## config.mk

```make
export PLATFORM = sky130hd
export DESIGN_NAME = pla_sweep_ctrl
export DESIGN_NICKNAME = d
export VERILOG_FILES = /design/src/rtl/pla_sweep_ctrl.sv
export SDC_FILE = /design/constraint.sdc
export NUM_CORES = 1
export LEC_CHECK = 0
export CORE_MARGIN = 3
export CORE_UTILIZATION = 50
export CTS_CLUSTER_DIAMETER = 100
export DETAILED_ROUTE_END_ITERATION = 8
export GPL_ROUTABILITY_DRIVEN = 0
export GPL_TIMING_DRIVEN = 0
export PLACE_DENSITY = 0.84
export SETUP_SLACK_MARGIN = 0.2
export SLEW_MARGIN = 0
export SYNTH_ARGS = -nofsm -noshare
export SYNTH_HDL_FRONTEND = slang
export SYNTH_SLANG_ARGS = --single-unit
```

## constraint.sdc

```tcl
create_clock -name clk -period 2.2 [get_ports clk]
set_input_delay 0.44 -clock clk [delete_from_list [all_inputs] [get_ports clk]]
set_output_delay 0.44 -clock clk [all_outputs]
set_load 0.01 [all_outputs]
```

## src/rtl/pla_sweep_ctrl.sv

```systemverilog
// Exhaustive minterm sweep sequencer for a single-output PLA benchmark: counts the on-set and finds the lowest on-set minterm.
// Optional MISR signature of the y_in stream is enabled with `PLA_SIG_MISR_EN.
module pla_sweep_ctrl #(
    parameter int N_IN  = 15,
    parameter int LAT   = 0,
    parameter int CNT_W = N_IN + 1
) (
    input  logic             clk,
    input  logic             rst,
    input  logic             start,
    input  logic             abort,
    output logic             busy,
    output logic             done,
    output logic [N_IN-1:0]  x_out,
    input  logic             y_in,
    output logic [CNT_W-1:0] onset_cnt,
    output logic [N_IN-1:0]  first_on,
    output logic             first_on_vld
`ifdef PLA_SIG_MISR_EN
    ,
    output logic [15:0]      signature
`endif
);

    localparam int DW = (LAT > 1) ? $clog2(LAT) : 1;

    typedef enum logic [1:0] {IDLE, RUN, DRAIN, DONE} state_t;

    state_t            r_state, w_next;
    logic [N_IN-1:0]   r_addr;
    logic [DW-1:0]     r_dcnt;
    logic [CNT_W-1:0]  r_cnt;
    logic [N_IN-1:0]   r_first;
    logic              r_fvld;
    logic              w_last, w_start_ok, w_abort, w_flush, w_vld0;
    logic              w_cap_vld;
    logic [N_IN-1:0]   w_cap_tag;

    always_ff @(posedge clk or posedge rst) begin
        if (rst) r_state <= IDLE;
        else     r_state <= w_next;
    end

    always_comb begin
        w_next     = r_state;
        w_last     = (r_addr == {N_IN{1'b1}});
        w_start_ok = (r_state == IDLE) && start && !abort;
        w_abort    = abort && ((r_state == RUN) || (r_state == DRAIN));
        w_flush    = w_start_ok || w_abort;
        w_vld0     = (r_state == RUN);
        case (r_state)
            IDLE:  if (w_start_ok) w_next = RUN;
            RUN: begin
                if (abort)       w_next = IDLE;
                else if (w_last) w_next = (LAT > 0) ? DRAIN : DONE;
            end
            DRAIN: begin
                if (abort)                      w_next = IDLE;
                else if (r_dcnt == DW'(LAT-1))  w_next = DONE;
            end
            DONE:    w_next = IDLE;
            default: w_next = IDLE;
        endcase
    end

    // Valid/tag pipeline mirrors the benchmark's register latency so each y_in is paired with its minterm.
    generate
        if (LAT == 0) begin : g_nolat
            assign w_cap_vld = w_vld0;
            assign w_cap_tag = r_addr;
        end else begin : g_lat
            logic [LAT-1:0]           r_vld_pipe;
            logic [LAT-1:0][N_IN-1:0] r_tag_pipe;
            always_ff @(posedge clk or posedge rst) begin
                if (rst) begin
                    r_vld_pipe <= '0;
                    r_tag_pipe <= '0;
                end else begin
                    r_vld_pipe[0] <= w_vld0 && !w_flush;
                    r_tag_pipe[0] <= r_addr;
                    for (int k = 1; k < LAT; k++) begin
                        r_vld_pipe[k] <= r_vld_pipe[k-1] && !w_flush;
                        r_tag_pipe[k] <= r_tag_pipe[k-1];
                    end
                end
            end
            assign w_cap_vld = r_vld_pipe[LAT-1];
            assign w_cap_tag = r_tag_pipe[LAT-1];
        end
    endgenerate

`ifdef PLA_SIG_MISR_EN
    logic [15:0] r_sig;
`endif

    always_ff @(posedge clk or posedge rst) begin
        if (rst) begin
            r_addr  <= '0;
            r_dcnt  <= '0;
            r_cnt   <= '0;
            r_first <= '0;
            r_fvld  <= 1'b0;
`ifdef PLA_SIG_MISR_EN
            r_sig   <= 16'hFFFF;
`endif
        end else begin
            r_dcnt <= (r_state == DRAIN) ? r_dcnt + 1'b1 : '0;
            if (w_flush) begin
                r_addr  <= '0;
                r_cnt   <= '0;
                r_first <= '0;
                r_fvld  <= 1'b0;
`ifdef PLA_SIG_MISR_EN
                r_sig   <= 16'hFFFF;
`endif
            end else begin
                if (r_state == RUN) r_addr <= r_addr + 1'b1;
                if (w_cap_vld && y_in) begin
                    r_cnt <= r_cnt + 1'b1;
                    if (!r_fvld) begin
                        r_first <= w_cap_tag;
                        r_fvld  <= 1'b1;
                    end
                end
`ifdef PLA_SIG_MISR_EN
                if (w_cap_vld)
                    r_sig <= {r_sig[14:0], r_sig[15] ^ r_sig[13] ^ r_sig[12] ^ r_sig[10] ^ y_in};
`endif
            end
        end
    end

    assign busy         = (r_state == RUN) || (r_state == DRAIN);
    assign done         = (r_state == DONE);
    assign x_out        = (r_state == RUN) ? r_addr : '0;
    assign onset_cnt    = r_cnt;
    assign first_on     = r_first;
    assign first_on_vld = r_fvld;
`ifdef PLA_SIG_MISR_EN
    assign signature    = r_sig;
`endif

endmodule

```

---- Yosys cells after proc, flatten, opt, wreduce, memory -nomap -nowiden ----
Index checks and enable logic that the tools add are counted.
operators by class
  $add $sub $neg .......................... 3
  equal/unequal tests ..................... 8
  mux-type cells .......................... 17
  reductions and logical operators ........ 12
operators by type and width
  kind                     count
  $mux W15                 6
  $mux W16                 2
  $add A16 B1 Y16 const B  1
  $add A15 B1 Y15 const B  1
  $eq A15 B15 Y1 const B   1
  $mux W2                  5
  $pmux W2 S4              1
  $ne A3 B3 Y1 const B     2
  $eq A2 B2 Y1 const B     2
  $logic_and A1 B1 Y1      4
  $reduce_bool A2 Y1       2
  $mux W1                  3
  $reduce_and A3 Y1        1
  $eq A2 B1 Y1 const B     1
  $logic_not A2 Y1         1
  $logic_or A1 B1 Y1       2
  $ne A2 B1 Y1 const B     1
  $ne A2 B2 Y1 const B     1
  $reduce_and A2 Y1        1
  $add A1 B1 Y1 const B    1
  $logic_not A1 Y1         1
word-level totals
  register bits ........................... 50
  bits of input ports ..................... 5

---- Depth between registers and ports, before layout ----
Gate-level depths: netlist of run 1.
  word-level depth ........................ 6
  mapped depth ............................ 8
  depth with buffers taken out ............ 7

---- Worst setup path before layout of run 1 ----
No wires, ideal clock.
  kind .................................... reg-to-reg
  start ................................... register r_state[0]
  end ..................................... register r_cnt[10] (netlist: onset_cnt[10])
  setup time .............................. 0.066 ns
  data arrival time ....................... 1.885 ns
  slack ................................... 0.249 ns
  stages on the path, launching flop included .. 8
  buffers on the path ..................... 1
  period minus slack after synthesis ...... 1.951 ns
  path through ............................ dfrtp_1 -> inv_1 -> ha_1 -> and2_1 -> or2_1 -> buf_6 -> or4_1 -> nand2_1
between the ends
  cells in the longest elaborated chain, start to end .. 5
ends and longest elaborated chain
  element                                                RTL line  RTL
  start: declaration                                     29        state_t r_state, w_next;
  start signal: assignment                               41        else r_state <= w_next;
  $eq A2 B1 Y1 / $eq A2 B2 Y1 (equally long branches)    -
  $logic_or A1 B1 Y1 (*)                                 -
  via busy                                               12        output logic busy,
  $logic_and A1 B1 Y1 (*)                                48        w_abort = abort && ((r_state == RUN) || (r_state == DRAIN));
  $logic_or A1 B1 Y1 (*)                                 49        w_flush = w_start_ok || w_abort;
  $mux W16 / $reduce_bool A2 Y1 (equally long branches)  -
  end signal: assignment                                 119       r_cnt <= r_cnt + 1'b1;
  end: declaration                                       32        logic [CNT_W-1:0] r_cnt;
Mark *: on every way through the listed nets, which the timed path passes. The rest lies on a longest branch.
A chain may end at the register's enable or synchronous reset.

---- Final worst setup path of run 1 ----
  start ................................... register r_state[0]
  end ..................................... output port x_out[3]
between the ends
  cells in the longest elaborated chain, start to end .. 2
ends and longest elaborated chain
  element           RTL line  RTL
  $eq A2 B1 Y1      135       assign x_out = (r_state == RUN) ? r_addr : '0;
  $mux W15          135
  end: declaration  14        output logic [N_IN-1:0] x_out,
Every way passes these cells.

==> run metrics, run 1 <==
status complete, no violations; worst reg2reg path depth 9; worst path cell trace ha_4 > clkbuf_16 > buf_8 > buf_4 > and2_1 > buf_2; post-route ant nets 0; total congestion overflow 0; register area share after synthesis 0.510; worst path bufs/invs 4; Tot GR Track Use 0.212; FF+latch count, synth 50; largest net degree at the start of global routing 31; Initial Util 0.541; synth cell count leaders 50 x dfrtp_1, 25 x nor2_1, 18 x nand2_1; Slew @ Worst Pin 0.627 ns; core area 4530 sq um; ANT cells 0; Setup Viol. Count Final 0; Synth Instances 239; vias in the first global route 2058; CTS buffer count 5; DR WL/cell 16.2 um; H-tree levels 2; # nets final 327; via count 2147; Final Cycle Share 0.948; layout cells sized above 1 0.189; post-DP HPWL 3.95 mm; clk slew on worst S/H paths 0.09 ns; Tmin final 2.09 ns; Max Cap Violations 0; PwrDens 908 nW/um^2; Clock Tree Buf Depth 2; Tot Pwr 3.08 mW; final-report hold violation count 0; Slew Viols, Final 0; count of cell types in the netlist 38; critical path launch point type flop; top-count cell post-synth dfrtp_1; ys async rst share 1.00; EDFF count, synth 0; Worst Clk Skew 0.00567 ns; Worst Path Arrival 1.65 ns; yosys warns 0; mapped cell area 2450 sq um; pre-CTS WS -0.382 ns; drt drc 0; # IOs 54; DRT Pass-1 Iters 4; WL final 6.19 mm; Root Driver clkbuf_8; clk_lat worst skew 0.30 ns; Mean Syn Cell Area 10.3 sq um; Fmax 479 MHz; die area 5780 sq um; Critical Path Fanout Max 10; Worst R2R Start r_state[1]; Rel. slew slack 0.576; Synth Net Count 250; first-pass GRT wire length 10.1 mm; Via density 5.62; Worst path slowest cell dfrtp_2; Crit path required time 1.76 ns; reg2reg setup slack 0.18 ns; R2R Path End first_on[0]; hold-fix buffers at CTS 0; Hold Crit Class in -> async; share of Yosys cell area claimed by the top area cell type 0.510; critical path capture point type output port; initial antenna violation count 0; Die Ht 76.1 um; CP max stage delay 0.46 ns; post-place instance area 3090 sq um; setup repair after global routing missed its margin yes; cell row count 24; Lkg Pwr 1.53 nW; P&R area growth vs syn 38.4%; Die X-Extent 76.1 um; Final TNS setup 0 ns; Main synth FF type dfrtp_1; Sink Count 50; Top delay family on crit path buffers and inverters; Max VDD drop 0.000603 V; Final Cell Area 3400 sq um; # port buffers 53; CP Class reg -> out; PnR worst setup slack 0.114 ns; ranking of synthesized cells by area dfrtp_1 51%, a22o_1 5.4%, and2_1 4.1%; DRT iter0 DRCs 200; cell taking the most area after synthesis dfrtp_1; CTS tree done; hold_ws 0.455 ns
-- worst max path at each step --
stage,from,endpoint,slack (ns),cells past startpoint
after floorplan,r_state[0],onset_cnt[10],0.25,7
after global placement,rst,onset_cnt[15],-0.40,2
after detailed placement,r_state[1],x_out[5],-0.38,6
after CTS,r_state[1],x_out[5],0.1,6
after global routing,r_state[0],x_out[3],0.06,6
final,r_state[0],x_out[3],0.11,6
-- layout make-up --
| cell class | instances | area [sq um] |
|---|---|---|
| Sequential cell | 50 | 1250 |
| Clock buffer | 7 | 76.3 |
| Tap cell | 65 | 81.3 |
| Timing Repair Buffer | 70 | 639 |
| Buffer | 10 | 100 |
| Multi-Input combinational cell | 173 | 1190 |
| Inverter | 6 | 25.0 |
| Fill cell | 300 | 1140 |
| Clock inverter | 1 | 30.0 |
-- state kept, by name, summed over array words and instances (netlist names) --
name	flops
onset_cnt	16
first_on	15
r_addr	15
r_state	2
first_on_vld	1
r_dcnt	1
-- power by group --
part | leakage, nW | internal (mW) | switching (mW)
Sequential | 0.688 | 1.01 | 0.113
Clock | 0.0524 | 0.341 | 0.301
Combinational | 0.790 | 0.657 | 0.665
-- layout by cell type (no fill, tap or decap), types with 3 or more instances in the layout --
master           instances
dfrtp_1                 49
a22o_1                  15
clkdlybuf4s50_1         35
clkdlybuf4s15_1          5
nand2_1                 15
buf_6                    4
o21ai_0                  4
xor2_1                  10
o211ai_1                 4
nor2_1                  24
or4_1                    6
or3_1                    3
o31ai_1                  5
clkbuf_1                 3
clkbuf_8                 5
and2_1                  15
buf_4                   15
inv_2                    3
and4_1                   4
nor3_1                   4
buf_2                   11
xnor2_1                  8
nand4_1                  6
nand3_1                 11
a21oi_1                  9
ha_1                     4
nand2_2                  3
-- repair_timing --
action / in CTS / in global routing
resized for setup: 60 / 27
pin swaps: 2 / 9
gates cloned: 0 / 1
setup endpoints to repair: 42 / 60
buffers inserted: 6 / 9
-- metrics by stage --
stage / std cells / util
global route: 382 / 0.749
finish: 382 / 0.749
detailed placement: 358 / 0.680
floorplan: 239 / -
CTS: 372 / 0.718
global placement: 357 / 0.676
-- logic make-up (layout without fill, tap and decap cells) --
logic type / after synthesis / after routing / synth area share
adders and majority gates: 6 / 6 / 0.0306
and+or+nand+nor: 106 / 106 / 0.233
xor gates and xnor gates: 18 / 18 / 0.0643
buffers and inverters: 16 / 94 / 0.0306
AOI/OAI and AO/OA: 42 / 42 / 0.128
muxes: 1 / 1 / 0.00408
DFF: 50 / 50 / 0.510
-- layer usage --
metal | routed length (um) | GRT usage
met5 | 0 | 0
met4 | 87 | 0.0634
met3 | 204 | 0.0437
met2 | 3090 | 0.356
met1 | 2800 | 0.279
Note: power is estimated with default switching activity, not from simulation.
==> inputs of run 2 (changes only) <==
--- a/config.mk
+++ b/config.mk
@@ -5,15 +5,17 @@
 export SDC_FILE = /design/constraint.sdc
 export NUM_CORES = 1
 export LEC_CHECK = 0
+export CAP_MARGIN = 20
 export CORE_MARGIN = 3
-export CORE_UTILIZATION = 50
+export CORE_UTILIZATION = 25
 export CTS_CLUSTER_DIAMETER = 100
 export DETAILED_ROUTE_END_ITERATION = 8
 export GPL_ROUTABILITY_DRIVEN = 0
 export GPL_TIMING_DRIVEN = 0
-export PLACE_DENSITY = 0.84
+export PLACE_DENSITY = 0.5
 export SETUP_SLACK_MARGIN = 0.2
 export SLEW_MARGIN = 0
 export SYNTH_ARGS = -nofsm -noshare
 export SYNTH_HDL_FRONTEND = slang
 export SYNTH_SLANG_ARGS = --single-unit
+export TNS_END_PERCENT = 1
==> run metrics, run 2 (synthesis results as in run 1) <==
max FFs per register 16; Final Core Density 0.352; P&R area growth vs syn 34.6%; Die Ht 105 um; initial antenna violation count 0; largest net degree at the start of global routing 36; # IOs 54; critical path launch point type flop; Die X-Extent 105 um; hold_ws 0.414 ns; total congestion overflow 0; Slew Viols, Final 0; Setup Viol. Count Final 0; Tot Pwr 2.76 mW; Max VDD drop 0.000300 V; Crit path required time 1.76 ns; first-pass GRT wire length 10.4 mm; via count 1995; M1 wire length 3.02 mm; core area 9370 sq um; Final Cycle Share 0.905; layout cells sized above 1 0.129; met3 routed WL 237 um; drt drc 0; post-route ant nets 0; DR WL/cell 14.1 um; commonest non-fill, non-tap cell in the layout dfrtp_1; Slew @ Worst Pin 0.635 ns; vias in the first global route 1939; # port buffers 53; clk slew on worst S/H paths 0.09 ns; setup repair after global routing missed its margin yes; hold-fix buffers at CTS 0; Worst Clk Skew 0.0130 ns; clk_lat worst skew 0.31 ns; Fmax 502 MHz; Top Metal Used met4; H-tree levels 2; Critical Path Fanout Max 10; Rel. slew slack 0.576; Root Driver clkbuf_8; post-place instance area 3170 sq um; WL final 6.10 mm; ANT cells 0; Via density 4.62; Initial Util 0.262; die area 11000 sq um; DRT Pass-1 Iters 4; cell row count 35; Clock Tree Buf Depth 2; # nets final 313; DRT iter0 DRCs 46; Tot GR Track Use 0.115; critical path capture point type output port; CP Class reg -> out; Lkg Pwr 1.44 nW; Sink Count 50; CTS buffer count 5; met2 wire length 2.74 mm; post-DP HPWL 4.38 mm; most frequent cells in the layout 50 x dfrtp_1, 36 x clkdlybuf4s50_1, 25 x nor2_1; final-report hold violation count 0; CTS tree done; status complete, no violations; PwrDens 834 nW/um^2; Worst Path Arrival 1.55 ns; Final Cell Area 3300 sq um; Tmin final 1.99 ns; Max Cap Violations 0; Hold Crit Class reg -> reg; fillers 1007
==> run 2: cell count changes in the layout (fill, tap and decap cells not counted), sizes merged <==
cell           change
buf               -14
bufinv             -1
clkdlybuf4s15      -4
clkdlybuf4s50      +1
clkinv             +2
dlygate4sd2        +4
dlymetal6s2s       -2
==> run 2: where the power goes <==
group          switching, mW  total [mW]  internal, mW
Sequential             0.100        1.10          1.00
Combinational          0.595        1.11         0.510
Clock                  0.320       0.545         0.225
==> run 2: path summary, 6_finish.rpt <==
| kind | from | end | slack, ns | cells past startpoint |
|---|---|---|---|---|
| worst min-delay path | r_dcnt | r_dcnt | 0.41 | 1 |
| min in group asynchronous | rst | onset_cnt[6] | 0.43 | 2 |
| worst min register to register | r_dcnt | r_dcnt | 0.41 | 1 |
| max in group asynchronous | rst | first_on[12] | 1.26 | 3 |
| worst max-delay path | r_state[0] | x_out[6] | 0.21 | 5 |
| worst max register to register | r_state[0] | onset_cnt[12] | 0.22 | 7 |
==> run 2: final cells by class <==
class / instances / area [sq um] / area share
Sequential cell: 50 / 1250 / 0.379
Multi-Input combinational cell: 173 / 1160 / 0.353
Timing Repair Buffer: 56 / 509 / 0.154
Tap cell: 129 / 161 / 0.0489
Buffer: 10 / 106 / 0.0322
Clock buffer: 6 / 72.6 / 0.0220
Inverter: 6 / 22.5 / 0.00682
Clock inverter: 2 / 13.8 / 0.00417
==> run 2: metrics by stage <==
| stage | TNS, ns | setup slack [ns] | instances |
|---|---|---|---|
| floorplan | 0 | 0.249 | 239 |
| global placement | -39.51 | -0.593 | 421 |
| detailed placement | -10.74 | -0.474 | 422 |
| CTS | 0 | 0.188 | 432 |
| global route | 0 | 0.0488 | 432 |
| finish | 0 | 0.208 | 432 |
==> run 2: worst max-delay path, stage by stage (launching register included) <==
cell and delay (ns):
dfrtp_1 0.44, ha_4 0.20, clkbuf_16 0.16, clkbuf_16 0.15, and2_1 0.15, buf_2 0.13
==> run 2: layer usage <==
metal | vias to the layer above | global-route usage
met2 | 38 | 0.170
met3 | 7 | 0.0253
met5 | - | 0
met1 | 976 | 0.168
met4 | 0 | 0.0347
li1 | 974 | -
==> run 2: timing repair <==
action / CTS / global route
pin swaps: 2 / 0
setup endpoints to repair: 44 / 54
gates cloned: 0 / 0
gates resized for setup: 68 / 1
buffers inserted: 2 / 0
==> inputs of run 3 (changes only) <==
--- a/config.mk
+++ b/config.mk
@@ -12,6 +12,7 @@
 export DETAILED_ROUTE_END_ITERATION = 8
 export GPL_ROUTABILITY_DRIVEN = 0
 export GPL_TIMING_DRIVEN = 0
+export HOLD_SLACK_MARGIN = 0.05
 export PLACE_DENSITY = 0.5
 export SETUP_SLACK_MARGIN = 0.2
 export SLEW_MARGIN = 0
==> results of run 3 <==
Same layout as run 2: the final DEF is identical, and so are final timing and power.
==> variant (flow settings as in run 2) <==
Add a define of `PLA_SIG_MISR_EN`.
--- a/src/rtl/pla_sweep_ctrl.sv
+++ b/src/rtl/pla_sweep_ctrl.sv
@@ -2,2 +2,4 @@
 // Optional MISR signature of the y_in stream is enabled with `PLA_SIG_MISR_EN.
+`define PLA_SIG_MISR_EN
+
 module pla_sweep_ctrl #(
Check against the original RTL (old outputs only; new: signature): equivalent (equiv_simple and equiv_induct, registers matched by name and starting in step).
==> variant against run 2 <==
- sequential cell count grew 16
- worst setup slack worse by 0.063 ns
- cell area grew 38%
- routed wire length increased by 37%
- synthesized area is 29% higher
- power up 65%
- utilization increased by 2.0 points
- register-to-register slack lost 0.04 ns
- largest cell class unchanged
- highest routed layer unchanged
==> variant: results (changes against run 2) <==
Yosys
  • Main synth FF type: dfrtp_1
  • Most frequent cells after synthesis: nand2_1 (55), dfrtp_1 (50), a21oi_1 (30), nor2_1 (29)
  • Post-synth EDFFs: 0 (unchanged)
  • Top cells by area, synth: dfrtp_1 (39%), dfstp_2 (13%), nand2_1 (6.5%), mux2i_1 (5.4%), a21oi_1 (4.7%)
  • Syn Nets: 338 (+35%)
  • Sequential fraction of the synthesis area: 52.7% (+1.7 points)
  • Netlist cell types: 37 (-2.6%)
  • Fraction of registers with async set/reset: 100% (unchanged)
  • Ys Warns: 0 (unchanged)

Clock tree
  • # H-tree levels: 3 (+1)
  • Worst-Skew Late Latency: 0.33 ns (+0.02 ns)
  • Worst-path clk slew: 0.05 ns (-0.04 ns)
  • Num CTS Buffers: 9 (+4)
  • CTS root buffer: clkbuf_16
  • Clock buffer depth: 2 (unchanged)

Hold path
  • Hold Path Class: flop to flop

Global route
  • Initial antenna violation count: 0 (unchanged)
  • First-pass GRT wire length: 13.6 mm (+31%)
  • Met1 Use GR: 15.2% (-1.6 points)
  • Met3 Use GR: 4.74% (+2.2 points)
  • Grt met2 use: 18.4% (+1.4 points)
  • Vias in the first global route: 2650 (+37%)
  • Total Routing Usage GR: 11.9% (+0.37 points)
  • Largest net degree at the start of global routing: 37 (+2.8%)

Critical path
  • Top Family by Delay on Critical Path: buffers and inverters
  • Arrival time at the worst endpoint: 1.61 ns (+0.06 ns)
  • Crit Path Max Fanout: 9 (-1)
  • Worst path slowest cell: dfrtp_1
  • Crit-path max cell delay: 0.38 ns (-0.06 ns)

Finish
  • Layout cells sized above 1: 22.3% (+9.4 points)
  • Total inserted antenna cells: 0 (unchanged)
  • Fin nets: 429 (+37%)

Power and ir drop
  • VDD IR max: 0.000713 V (+140%)
  • Lkg Pwr: 0.00190 µW (+32%)

Route
  • Top sig layer: met4
  • Routed len/inst: 14.1 µm (about the same)
  • Drt initial violations: 103 (+120%)
  • Met1 WL: 3.96 mm (+31%)
  • Drt pass-1 iters: 4 (unchanged)
  • DR WL met3: 567 µm (+140%)
  • Met2 WL: 3.68 mm (+34%)
  • Mean number of vias per cell: 4.42 (-4.2%)

Timing
  • Max-slew headroom: 51.5% (-6.1 points)
  • Clock Skew: 0.00541 ns (-0.00755 ns)

Placement
  • Input/output buffers: 68 (+28%)
  • Pre-CTS WS: -0.584 ns (-0.110 ns)
  • Placed cell areas: 0.00409 mm² (+29%)
  • DP HPWL: 5.86 mm (+34%)

Run status
  • Status: finished, final reports clean
variant: worst paths after layout:
kind | end | startpoint | cells past startpoint | slack [ns]
max in group asynchronous | signature[0]$_DFFE_PP1P_ | rst | 3 | 0.93
min | r_dcnt$_DFF_PP0_ | r_dcnt$_DFF_PP0_ | 1 | 0.45
max reg2reg | r_addr[11]$_DFFE_PP0P_ | r_state[1]$_DFFE_PP0P_ | 7 | 0.18
min reg2reg | r_dcnt$_DFF_PP0_ | r_dcnt$_DFF_PP0_ | 1 | 0.45
max | x_out[14] | r_state[1]$_DFFE_PP0P_ | 6 | 0.15
min in group asynchronous | onset_cnt[9]$_DFFE_PP0P_ | rst | 2 | 0.58
variant: cell type report:
class	count	area, µm²
Tap cell	168	210
Fill cell	1277	7670
Buffer	15	121
Clock inverter	3	38.8
Sequential cell	66	1670
Inverter	12	52.6
Multi-Input combinational cell	234	1470
Clock buffer	12	256
Timing Repair Buffer	80	727
variant: cell families (layout without fill, tap and decap cells):
family	after synthesis	in the layout	share of synthesized area, %
flops	66	66	52.7
fa+ha+maj	6	6	2.37
simple gates	141	141	21.7
xor+xnor	23	23	6.35
compound gates	47	47	8.13
buf+inv	27	122	3.31
mux	17	17	5.37
variant: stage by stage:
step	total power [µW]	std cells
after global placement	2830	563
after CTS	4480	580
after floorplan	2310	327
after global routing	4830	590
after detailed placement	2860	564
final	4550	590
variant: timing repair:
| item | CTS | global route |
|---|---|---|
| resized for setup | 92 | 11 |
| pin swaps | 1 | 3 |
| endpoints found under the setup margin | 59 | 66 |
| setup buffers | 1 | 10 |
variant: power by group:
group / switching (µW) / total [µW] / internal (µW)
clock network: 503 / 1430 / 927
registers: 128 / 1500 / 1370
logic: 881 / 1620 / 742
total: 1510 / 4550 / 3040
